File: config.mk
export PLATFORM = sky130hd
export DESIGN_NAME = spike_aer_encoder
export DESIGN_NICKNAME = d
export VERILOG_FILES = /design/src/rtl/spike_aer_encoder.sv
export SDC_FILE = /design/constraint.sdc
export NUM_CORES = 1
export LEC_CHECK = 0
export BUFFER_PORTS_ARGS = -buffer_cell sky130_fd_sc_hd__buf_2
export CORE_UTILIZATION = 45
export CTS_CLUSTER_SIZE = 10
export DETAILED_ROUTE_END_ITERATION = 16
export REMOVE_ABC_BUFFERS = 1
export SLEW_MARGIN = 0
export SYNTH_ARGS = -nofsm -noshare
export SYNTH_HDL_FRONTEND = slang
export SYNTH_SLANG_ARGS = --single-unit
File: constraint.sdc
create_clock -name clk -period 6 [get_ports clk]
set_clock_uncertainty 0.15 [all_clocks]
set_input_delay 0.6 -clock clk [delete_from_list [all_inputs] [get_ports clk]]
set_output_delay 0.6 -clock clk [all_outputs]
set_load 0.005 [all_outputs]
File: src/rtl/spike_aer_encoder.sv
// Address-event encoder: latches per-neuron spikes, arbitrates one per cycle into a
// timestamped FIFO. Define AER_ROUND_ROBIN_EN for round-robin arbitration (default: fixed priority).
module spike_aer_encoder #(
    parameter int N_NEURONS  = 8,
    parameter int FIFO_DEPTH = 4,
    parameter int TS_WIDTH   = 8
) (
    input  logic                          clk,
    input  logic                          reset_n,
    input  logic [N_NEURONS-1:0]          spike_in,
    output logic                          out_valid,
    input  logic                          out_ready,
    output logic [$clog2(N_NEURONS)-1:0]  out_addr,
    output logic [TS_WIDTH-1:0]           out_ts,
    output logic [$clog2(FIFO_DEPTH):0]   fifo_count,
    output logic [7:0]                    drop_count
);
    localparam int AW = $clog2(N_NEURONS);
    localparam int PW = $clog2(FIFO_DEPTH);
    localparam int CW = PW + 1;
    localparam logic [CW-1:0] DEPTH_C = CW'(FIFO_DEPTH);

    logic [N_NEURONS-1:0] pending_q, pending_d;
    logic [TS_WIDTH-1:0]  ts_q, ts_d;
    logic [7:0]           drop_q, drop_d;
    logic [PW-1:0]        wr_ptr_q, wr_ptr_d;
    logic [PW-1:0]        rd_ptr_q, rd_ptr_d;
    logic [CW-1:0]        count_q, count_d;

    logic [AW-1:0]        mem_addr [FIFO_DEPTH];
    logic [TS_WIDTH-1:0]  mem_ts   [FIFO_DEPTH];

    logic                 grant_vld;
    logic [AW-1:0]        grant_idx;
    logic [N_NEURONS-1:0] grant_vec;
    logic                 push, pop;

`ifdef AER_ROUND_ROBIN_EN
    logic [AW-1:0] rr_ptr_q, rr_ptr_d;
    logic [AW-1:0] cand;

    // Scan downward in distance so the nearest pending index after rr_ptr wins.
    always_comb begin
        grant_vld = 1'b0;
        grant_idx = '0;
        cand      = '0;
        for (int k = N_NEURONS; k >= 1; k--) begin
            cand = rr_ptr_q + AW'(k);
            if (pending_q[cand]) begin
                grant_vld = 1'b1;
                grant_idx = cand;
            end
        end
        if (count_q >= DEPTH_C) begin
            grant_vld = 1'b0;
        end
        rr_ptr_d = grant_vld ? grant_idx : rr_ptr_q;
    end

    always_ff @(posedge clk or negedge reset_n) begin
        if (!reset_n) begin
            rr_ptr_q <= AW'(N_NEURONS - 1);
        end else begin
            rr_ptr_q <= rr_ptr_d;
        end
    end
`else
    always_comb begin
        grant_vld = 1'b0;
        grant_idx = '0;
        for (int i = N_NEURONS - 1; i >= 0; i--) begin
            if (pending_q[i]) begin
                grant_vld = 1'b1;
                grant_idx = AW'(i);
            end
        end
        if (count_q >= DEPTH_C) begin
            grant_vld = 1'b0;
        end
    end
`endif

    always_comb begin
        grant_vec = grant_vld ? (N_NEURONS'(1) << grant_idx) : '0;
        push      = grant_vld;
        pop       = (count_q != '0) && out_ready;

        pending_d = (pending_q & ~grant_vec) | spike_in;
        ts_d      = ts_q + TS_WIDTH'(1);

        // A spike landing on a still-pending, ungranted bit is merged and counted once per cycle.
        drop_d = drop_q;
        if ((|(spike_in & pending_q & ~grant_vec)) && (drop_q != 8'hFF)) begin
            drop_d = drop_q + 8'd1;
        end

        wr_ptr_d = push ? wr_ptr_q + PW'(1) : wr_ptr_q;
        rd_ptr_d = pop  ? rd_ptr_q + PW'(1) : rd_ptr_q;
        count_d  = count_q + CW'(push) - CW'(pop);
    end

    always_ff @(posedge clk or negedge reset_n) begin
        if (!reset_n) begin
            pending_q <= '0;
            ts_q      <= '0;
            drop_q    <= '0;
            wr_ptr_q  <= '0;
            rd_ptr_q  <= '0;
            count_q   <= '0;
        end else begin
            pending_q <= pending_d;
            ts_q      <= ts_d;
            drop_q    <= drop_d;
            wr_ptr_q  <= wr_ptr_d;
            rd_ptr_q  <= rd_ptr_d;
            count_q   <= count_d;
        end
    end

    // Storage needs no reset: the head is masked to zero whenever the buffer is empty.
    always_ff @(posedge clk) begin
        if (push) begin
            mem_addr[wr_ptr_q] <= grant_idx;
            mem_ts[wr_ptr_q]   <= ts_q;
        end
    end

    assign out_valid  = (count_q != '0);
    assign out_addr   = out_valid ? mem_addr[rd_ptr_q] : '0;
    assign out_ts     = out_valid ? mem_ts[rd_ptr_q] : '0;
    assign fifo_count = count_q;
    assign drop_count = drop_q;

endmodule

==> results of run 1 <==
[synthesized netlist by cell type, types with 5 or more instances]
library cell  instances
mux4_2               11
edfxtp_1             44
nor2_1                5
nand3_1               8
nand2_1               9
a21oi_1               5
dfrtp_1              31
o21ai_0               6
inv_1                12
ha_1                  8
and2_1               16
xnor2_1               9
[flip-flops by register name, summed over array words and instances (netlist names)]
register	cells
wr_ptr_q	2
pending_q	8
ts_q	8
mem_ts	32
rd_ptr_q	2
mem_addr	12
drop_count	8
fifo_count	3
[worst paths after layout]
path                                         from                        end  cells past startpoint  slack (ps)
setup reg to reg           pending_q[2]$_DFF_PN0_    fifo_count[2]$_DFF_PN0_                     10        3100
setup / recovery           pending_q[2]$_DFF_PN0_    fifo_count[2]$_DFF_PN0_                     10        3100
min in group clk                      spike_in[3]     pending_q[3]$_DFF_PN0_                      3         310
max in group asynchronous                 reset_n    rd_ptr_q[0]$_DFFE_PN0P_                      1        5090
hold / removal                            reset_n  drop_count[0]$_DFFE_PN0P_                      1         160
hold reg to reg                 ts_q[7]$_DFF_PN0_          ts_q[7]$_DFF_PN0_                      1         380
[stage by stage]
step / setup slack (ps) / instance area, µm² / util [%] / instances
2_1_floorplan: 3440 / 3190 / - / 210
3_3_place_gp: 3180 / 3470 / 50.5 / 339
3_5_place_dp: 3130 / 3470 / 50.5 / 339
4_1_cts: 3090 / 3700 / 53.9 / 355
5_1_grt: 2860 / 3700 / 53.9 / 355
6_report: 3100 / 3700 / 53.9 / 355
[power breakdown]
| group | internal (mW) | total [mW] | switching (mW) | leakage [nW] |
|---|---|---|---|---|
| Clock | 0.248 | 0.426 | 0.178 | 0.114 |
| Combinational | 0.278 | 0.503 | 0.224 | 0.603 |
| Sequential | 0.693 | 0.813 | 0.120 | 0.760 |
[layout by cell type (no fill, tap or decap), types with 9 or more instances in the layout]
cell type	count
edfxtp_1	44
buf_2	33
dfrtp_1	31
and2_1	16
inv_1	12
mux4_2	11
clkbuf_8	10
xnor2_1	9
nand2_1	9
[metal layers]
| metal | wire [µm] | track usage, % | up-vias |
|---|---|---|---|
| li1 | - | - | 869 |
| met1 | 2590 | 21.9 | 903 |
| met2 | 2630 | 26.2 | 27 |
| met3 | 132 | 3.14 | 7 |
| met4 | 67 | 7.27 | 0 |
| met5 | 0 | 0 | - |
[layout make-up]
class / count / share of cell area, %
Sequential cell: 75 / 56.7
Multi-Input combinational cell: 123 / 28.2
Timing Repair Buffer: 33 / 4.46
Clock buffer: 11 / 3.82
Tap cell: 96 / 3.25
Clock inverter: 5 / 2.33
Inverter: 12 / 1.22
[kinds of logic (layout without fill, tap and decap cells)]
family	after synthesis	after routing	synth area share, %
mux	15	15	9.16
flops	75	75	65.1
buf+inv	18	61	2.49
xor+xnor	13	13	3.53
simple gates	63	63	11.1
compound gates	23	23	4.93
fa+ha+maj	9	9	3.73
==> metrics.yaml, run 1 <==
layout:
  diodes: 0
  seqCellArea_mm2: 0.00210
  fill_cells: 588
  multiInputGateArea_mm2: 0.00104
  drive_gt1_share_pct: 27.0
  area_delta_synth_final_pct: 14.8
  layout.nets: 274
global_routing:
  grt.overflow.total: 0
  grt_antenna_before_repair: 0
  grt_usage_pct: 16.4
  grt_pass1_wl_um: 8910
  grt_max_degree: 32
  grt_pass1_vias: 1753
floorplan:
  row_count: 30
  die_w_um: 86.6
  die_h_um: 86.6
  initial_core_util_pct: 46.9
  io_pins: 34
  core-area_mm2: 0.00687
  die-area_mm2: 0.00750
critical_path:
  path_buf_inv: 3
  cp.required_ps: 6060
  cpLargestDelayFamily: "adder cells"
  critPathMaxFanout: 8
  critPathArrivalTime_ps: 2970
  cp_slowest_cell: "nor4_1"
  cpMostUsedCell: "inv_1"
  startpoint_type: "flop"
  critical_path.cell_chain: "nor4_1 > a21oi_1 > inv_1 > ha_1 > inv_1 > ha_1 > inv_1 > fa_1 > xnor2_1 > xnor2_1"
  crit_path_end_kind: "flop"
  critPathKind: "reg -> reg"
  cpPeakStageDelay_ps: 620
clock_network:
  ctsHtreeMaxLevel: 3
  postCtsSetupBuffers: 0
  cts_buffer_depth: 2
  cts_tree: "built"
  cts_root_buf: "clkbuf_8"
  clk_latency_ps: 330
  cts_hold_buffers: 0
  cts_buffers: 9
  path_clk_slew_ps: 70
  cts.sinks: 75
  postCtsResizedCells: 0
logic_synthesis:
  ys_async_sr_fraction_pct: 41.3
  yosys_warnings: 0
  netlist_area_mm2: 0.00322
  synth.area.top_cells: "edfxtp_1 41%, dfrtp_1 24%, mux4_2 7.7%"
  synth_cell_type_count: 41
  synth_top_cell_by_area: "edfxtp_1"
  synthCells: 216
  synth_top_area_share_pct: 41.0
  synth_flop_cell: "edfxtp_1"
  yosysSeqAreaShare_pct: 65.1
  synth.avg_cell_area_um2: 14.9
  ys_ff_latch: 75
  synth_edf_count: 44
run_status:
  status: "finished clean"
timing:
  tns_ps: 0
  setup_violations: 0
  hold-worst-slack_ps: 161
  max_freq_mhz: 345
  tightest_slew_ps: 769
  finalHoldViolCount: 0
  post-route-min-period_ps: 2900
  maxSlewHeadroom_pct: 48.7
  rsz0062_at_grt: "no"
  period_share_pct: 48.4
  final-max-slew-violation-count: 0
routing:
  drt-total-wl_um: 5430
  drt_iter0_markers: 72
  drt_first_pass_iters: 4
  drc: 0
  wl_per_cell_um: 15.3
  vias_per_cell: 5.09
  final_antenna_net_count: 0
  vias: 1806
power:
  irDropWorstVdd_v: 0.000190
  power_leakage_nw: 1.48
  total_power_mw: 1.74
  power_density_mw_per_mm2: 471
placement:
  gp_congestion: 0.745
  portBuffers: 33
  dpl.hpwl_um: 3530
hold_path:
  hold_class: "in -> async"
job:
  max_cap_viol_count: 0
(Power assumes the default switching activity.)
==> run 2: changes to the inputs <==
--- a/config.mk
+++ b/config.mk
@@ -5,10 +5,12 @@
 export SDC_FILE = /design/constraint.sdc
 export NUM_CORES = 1
 export LEC_CHECK = 0
+export ABC_AREA = 1
 export BUFFER_PORTS_ARGS = -buffer_cell sky130_fd_sc_hd__buf_2
 export CORE_UTILIZATION = 45
 export CTS_CLUSTER_SIZE = 10
 export DETAILED_ROUTE_END_ITERATION = 16
+export PLACE_DENSITY = 0.66
 export REMOVE_ABC_BUFFERS = 1
 export SLEW_MARGIN = 0
 export SYNTH_ARGS = -nofsm -noshare
==> constraint.sdc (replaced) <==
create_clock -name clk -period 2.5 [get_ports clk]
set_clock_uncertainty 0.15 [all_clocks]
set_input_delay 0.25 -clock clk [delete_from_list [all_inputs] [get_ports clk]]
set_output_delay 0.25 -clock clk [all_outputs]
set_load 0.005 [all_outputs]
==> metrics.yaml, run 2 <==
critical_path:
  path_buf_inv: 4  # was 3
  critical_path.cell_chain: "nor2_4 > inv_4 > nor2_8 > a21oi_2 > inv_1 > ha_1 > inv_1 > ha_1 > inv_1 > fa_1 > xnor2_1"  # was nor4_1 > a21oi_1 > inv_1 > ha_1 > inv_1 > ha_1 > inv_1 > fa_1 > xnor2_1 > xnor2_1
  cp_slowest_cell: "dfrtp_1"  # was nor4_1
  r2r-end: "fifo_count[2]$_DFF_PN0_"  # unchanged
  startpoint_type: "flop"  # unchanged
  reg2reg_slack_ps: 260  # was 3100 ps
  critPathKind: "reg -> reg"  # unchanged
  cp.depth: 11  # was 10
  cpMostUsedCell: "inv_1"  # unchanged
  cpPeakStageDelay_ps: 440  # was 620 ps
  critPathMaxFanout: 5  # was 8
  crit_path_end_kind: "flop"  # unchanged
  rr_worst_depth: 11  # was 10
  critPathArrivalTime_ps: 2330  # was 2970 ps
  cpLargestDelayFamily: "adder cells"  # unchanged
  r2r-start: "pending_q[1]$_DFF_PN0_"  # was pending_q[2]$_DFF_PN0_
  cp.required_ps: 2590  # was 6060 ps
logic_synthesis:
  synth_flop_cell: "edfxtp_1"  # unchanged
  synth_top_area_share_pct: 38.0  # was 41.0%
  ys_async_sr_fraction_pct: 41.3  # unchanged
  netlist_area_mm2: 0.00348  # was 0.00322 mm²
  synth.area.top_cells: "edfxtp_1 38%, dfrtp_1 22%, nor2_1 6.2%"  # was edfxtp_1 41%, dfrtp_1 24%, mux4_2 7.7%
  yosys_warnings: 0  # unchanged
  synth_edf_count: 44  # unchanged
  synth_common_cells: "57 x nor2_1, 49 x nand2_1, 44 x edfxtp_1"  # was 44 x edfxtp_1, 31 x dfrtp_1, 16 x and2_1
  ys_ff_latch: 75  # unchanged
  synthCells: 340  # was 216
  synth.avg_cell_area_um2: 10.2  # was 14.9 µm²
  synth_cell_type_count: 31  # was 41
  synth_top_cell_by_area: "edfxtp_1"  # unchanged
  yosysSeqAreaShare_pct: 60.3  # was 65.1%
  yosysMostFrequentCell: "nor2_1"  # was edfxtp_1
routing:
  drt-total-wl_um: 6230  # was 5430 µm
  drt_iter0_markers: 64  # was 72
  vias_per_cell: 4.73  # was 5.09
  drt_first_pass_iters: 4  # unchanged
  wl_met3_um: 199  # was 132 µm
  drc: 0  # unchanged
  wl_per_cell_um: 12.5  # was 15.3 µm
  top_layer_used: "met4"  # unchanged
  wl_met1_um: 2890  # was 2590 µm
  final_antenna_net_count: 0  # unchanged
  vias: 2354  # was 1806
  wl_met2_um: 3030  # was 2630 µm
global_routing:
  grt_pass1_wl_um: 10800  # was 8910 µm
  grt_usage_pct: 17.2  # was 16.4%
  grt_antenna_before_repair: 0  # unchanged
  grt_max_degree: 32  # unchanged
  grt.overflow.total: 0  # unchanged
  grt_pass1_vias: 2293  # was 1753
clock_network:
  cts_tree: "built"  # unchanged
  cts.sinks: 75  # unchanged
  cts_root_buf: "clkbuf_8"  # unchanged
  ctsHtreeMaxLevel: 3  # unchanged
  cts_buffers: 9  # unchanged
  clk_latency_ps: 350  # was 330 ps
  path_clk_slew_ps: 90  # was 70 ps
  cts_buffer_depth: 2  # unchanged
layout:
  area_delta_synth_final_pct: 17.6  # was 14.8%
  final_cells: 498  # was 355
  layout.nets: 414  # was 274
  largest_reg_flops: 32  # unchanged
  drive_gt1_share_pct: 20.8  # was 27.0%
  top_register: "mem_ts"  # unchanged
  final_cell_mix: "57 x nor2_1, 49 x nand2_1, 44 x edfxtp_1"  # was 44 x edfxtp_1, 33 x buf_2, 31 x dfrtp_1
  diodes: 0  # unchanged
  top_regs: "mem_ts x32, mem_addr x12"  # unchanged
  final_common_cell: "nor2_1"  # was edfxtp_1
run_status:
  status: "finished clean"  # unchanged
floorplan:
  core-area_mm2: 0.00737  # was 0.00687 mm²
  io_pins: 34  # unchanged
  die-area_mm2: 0.00809  # was 0.00750 mm²
  row_count: 31  # was 30
  initial_core_util_pct: 47.2  # was 46.9%
  die_h_um: 89.9  # was 86.6 µm
  die_w_um: 89.9  # was 86.6 µm
timing:
  finalHoldViolCount: 0  # unchanged
  post-route-min-period_ps: 2240  # was 2900 ps
  tns_ps: 0  # unchanged
  period_share_pct: 89.6  # was 48.4%
  rsz0062_at_grt: "no"  # unchanged
  setup_slack_ps: 261  # was 3100 ps
  max_freq_mhz: 447  # was 345 MHz
  tightest_slew_ps: 726  # was 769 ps
  final-max-slew-violation-count: 0  # unchanged
  maxSlewHeadroom_pct: 51.6  # was 48.7%
  setup_violations: 0  # unchanged
hold_path:
  worstHoldStart: "out_ready"
  whs_path_depth: 5
  hold_class: "in -> reg"  # was in -> async
  hold_end: "rd_ptr_q[0]$_DFFE_PN0P_"
power:
  irDropWorstVdd_v: 0.000521  # was 0.000190 V
  power_density_mw_per_mm2: 1050  # was 471 mW/mm²
  power_leakage_nw: 1.87  # was 1.48 nW
placement:
  gp_congestion: 0.728  # was 0.745
  dpl.hpwl_um: 4100  # was 3530 µm
  portBuffers: 33  # unchanged
  placed_cells: 473  # was 339
  preCtsSetupSlack_ps: 131  # was 3130 ps
job:
  max_cap_viol_count: 0  # unchanged
==> run 2: cell types whose count changed after synthesis, sizes merged, moves of 4 or more <==
cell    delta
nand2     +47
o21ai     +17
mux4      -11
inv       +31
nand3     +12
nor2      +57
and2      -17
and3       -4
xor2       +5
nand2b     -4
a21oi     +11
==> run 2: what timing repair did <==
item                                   4_1_cts  5_1_grt
setup endpoints to repair                    0        2
endpoints found under the hold margin       39        0
setup buffers                                0        0
gates resized for setup                      0        1
hold buffers                                 9        0
==> run 2: cells by family after synthesis <==
kind of cell / Yosys count / synth area share, %
simple gates: 146 / 19.5
flops: 75 / 60.3
fa+ha+maj: 9 / 3.45
buf+inv: 50 / 5.54
xor+xnor: 15 / 3.78
compound gates: 45 / 7.41
==> run 2: worst max path at each step <==
stage | slack, ps | end | from
floorplan | -200 | fifo_count[2]$_DFF_PN0_ | fifo_count[1]$_DFF_PN0_
finish | 260 | fifo_count[2]$_DFF_PN0_ | pending_q[1]$_DFF_PN0_
CTS | 130 | fifo_count[2]$_DFF_PN0_ | pending_q[1]$_DFF_PN0_
global route | 60 | fifo_count[2]$_DFF_PN0_ | pending_q[1]$_DFF_PN0_
global placement | 190 | fifo_count[2]$_DFF_PN0_ | pending_q[1]$_DFF_PN0_
detailed placement | 130 | fifo_count[1]$_DFF_PN0_ | pending_q[1]$_DFF_PN0_
==> run 2: cell type report <==
type	count	area (µm²)
repair buffers	50	315
multi-input cells	215	1190
clock inverters	7	70.1
fillers	660	3280
flip-flops and latches	75	2100
well taps	99	124
clock buffers	9	124
inverters	43	166
==> run 2: worst reg2reg max path, stage by stage, from the launching register on <==
cell,delay [ps]
dfrtp_1,440
nor2_4,80
inv_4,90
nor2_8,40
a21oi_2,190
inv_1,120
ha_1,300
inv_1,50
ha_1,120
inv_1,40
fa_1,370
xnor2_1,130
==> run 2: routing by layer <==
metal / GRT usage [%] / vias to the layer above
met5: 0 / -
li1: - / 1210
met1: 21.7 / 1097
met3: 3.64 / 9
met4: 7.26 / 0
met2: 28.8 / 38
==> run 2: stage by stage <==
stage               util (%)  hold slack (ps)  area (µm²)  power, mW
finish                  55.5             97.3        4090       4.29
global route            55.5              127        4090       4.66
CTS                     55.4             86.6        4090       4.34
detailed placement      51.6              202        3800       3.43
global placement        51.6              195        3800       3.39
floorplan                  -             -196        3450       2.82
==> run 2: power breakdown <==
part	leakage [nW]	switching [mW]	internal [mW]
registers	0.771	0.183	1.65
clock network	0.0955	0.512	0.387
logic	1.00	0.917	0.638
total	1.87	1.61	2.68
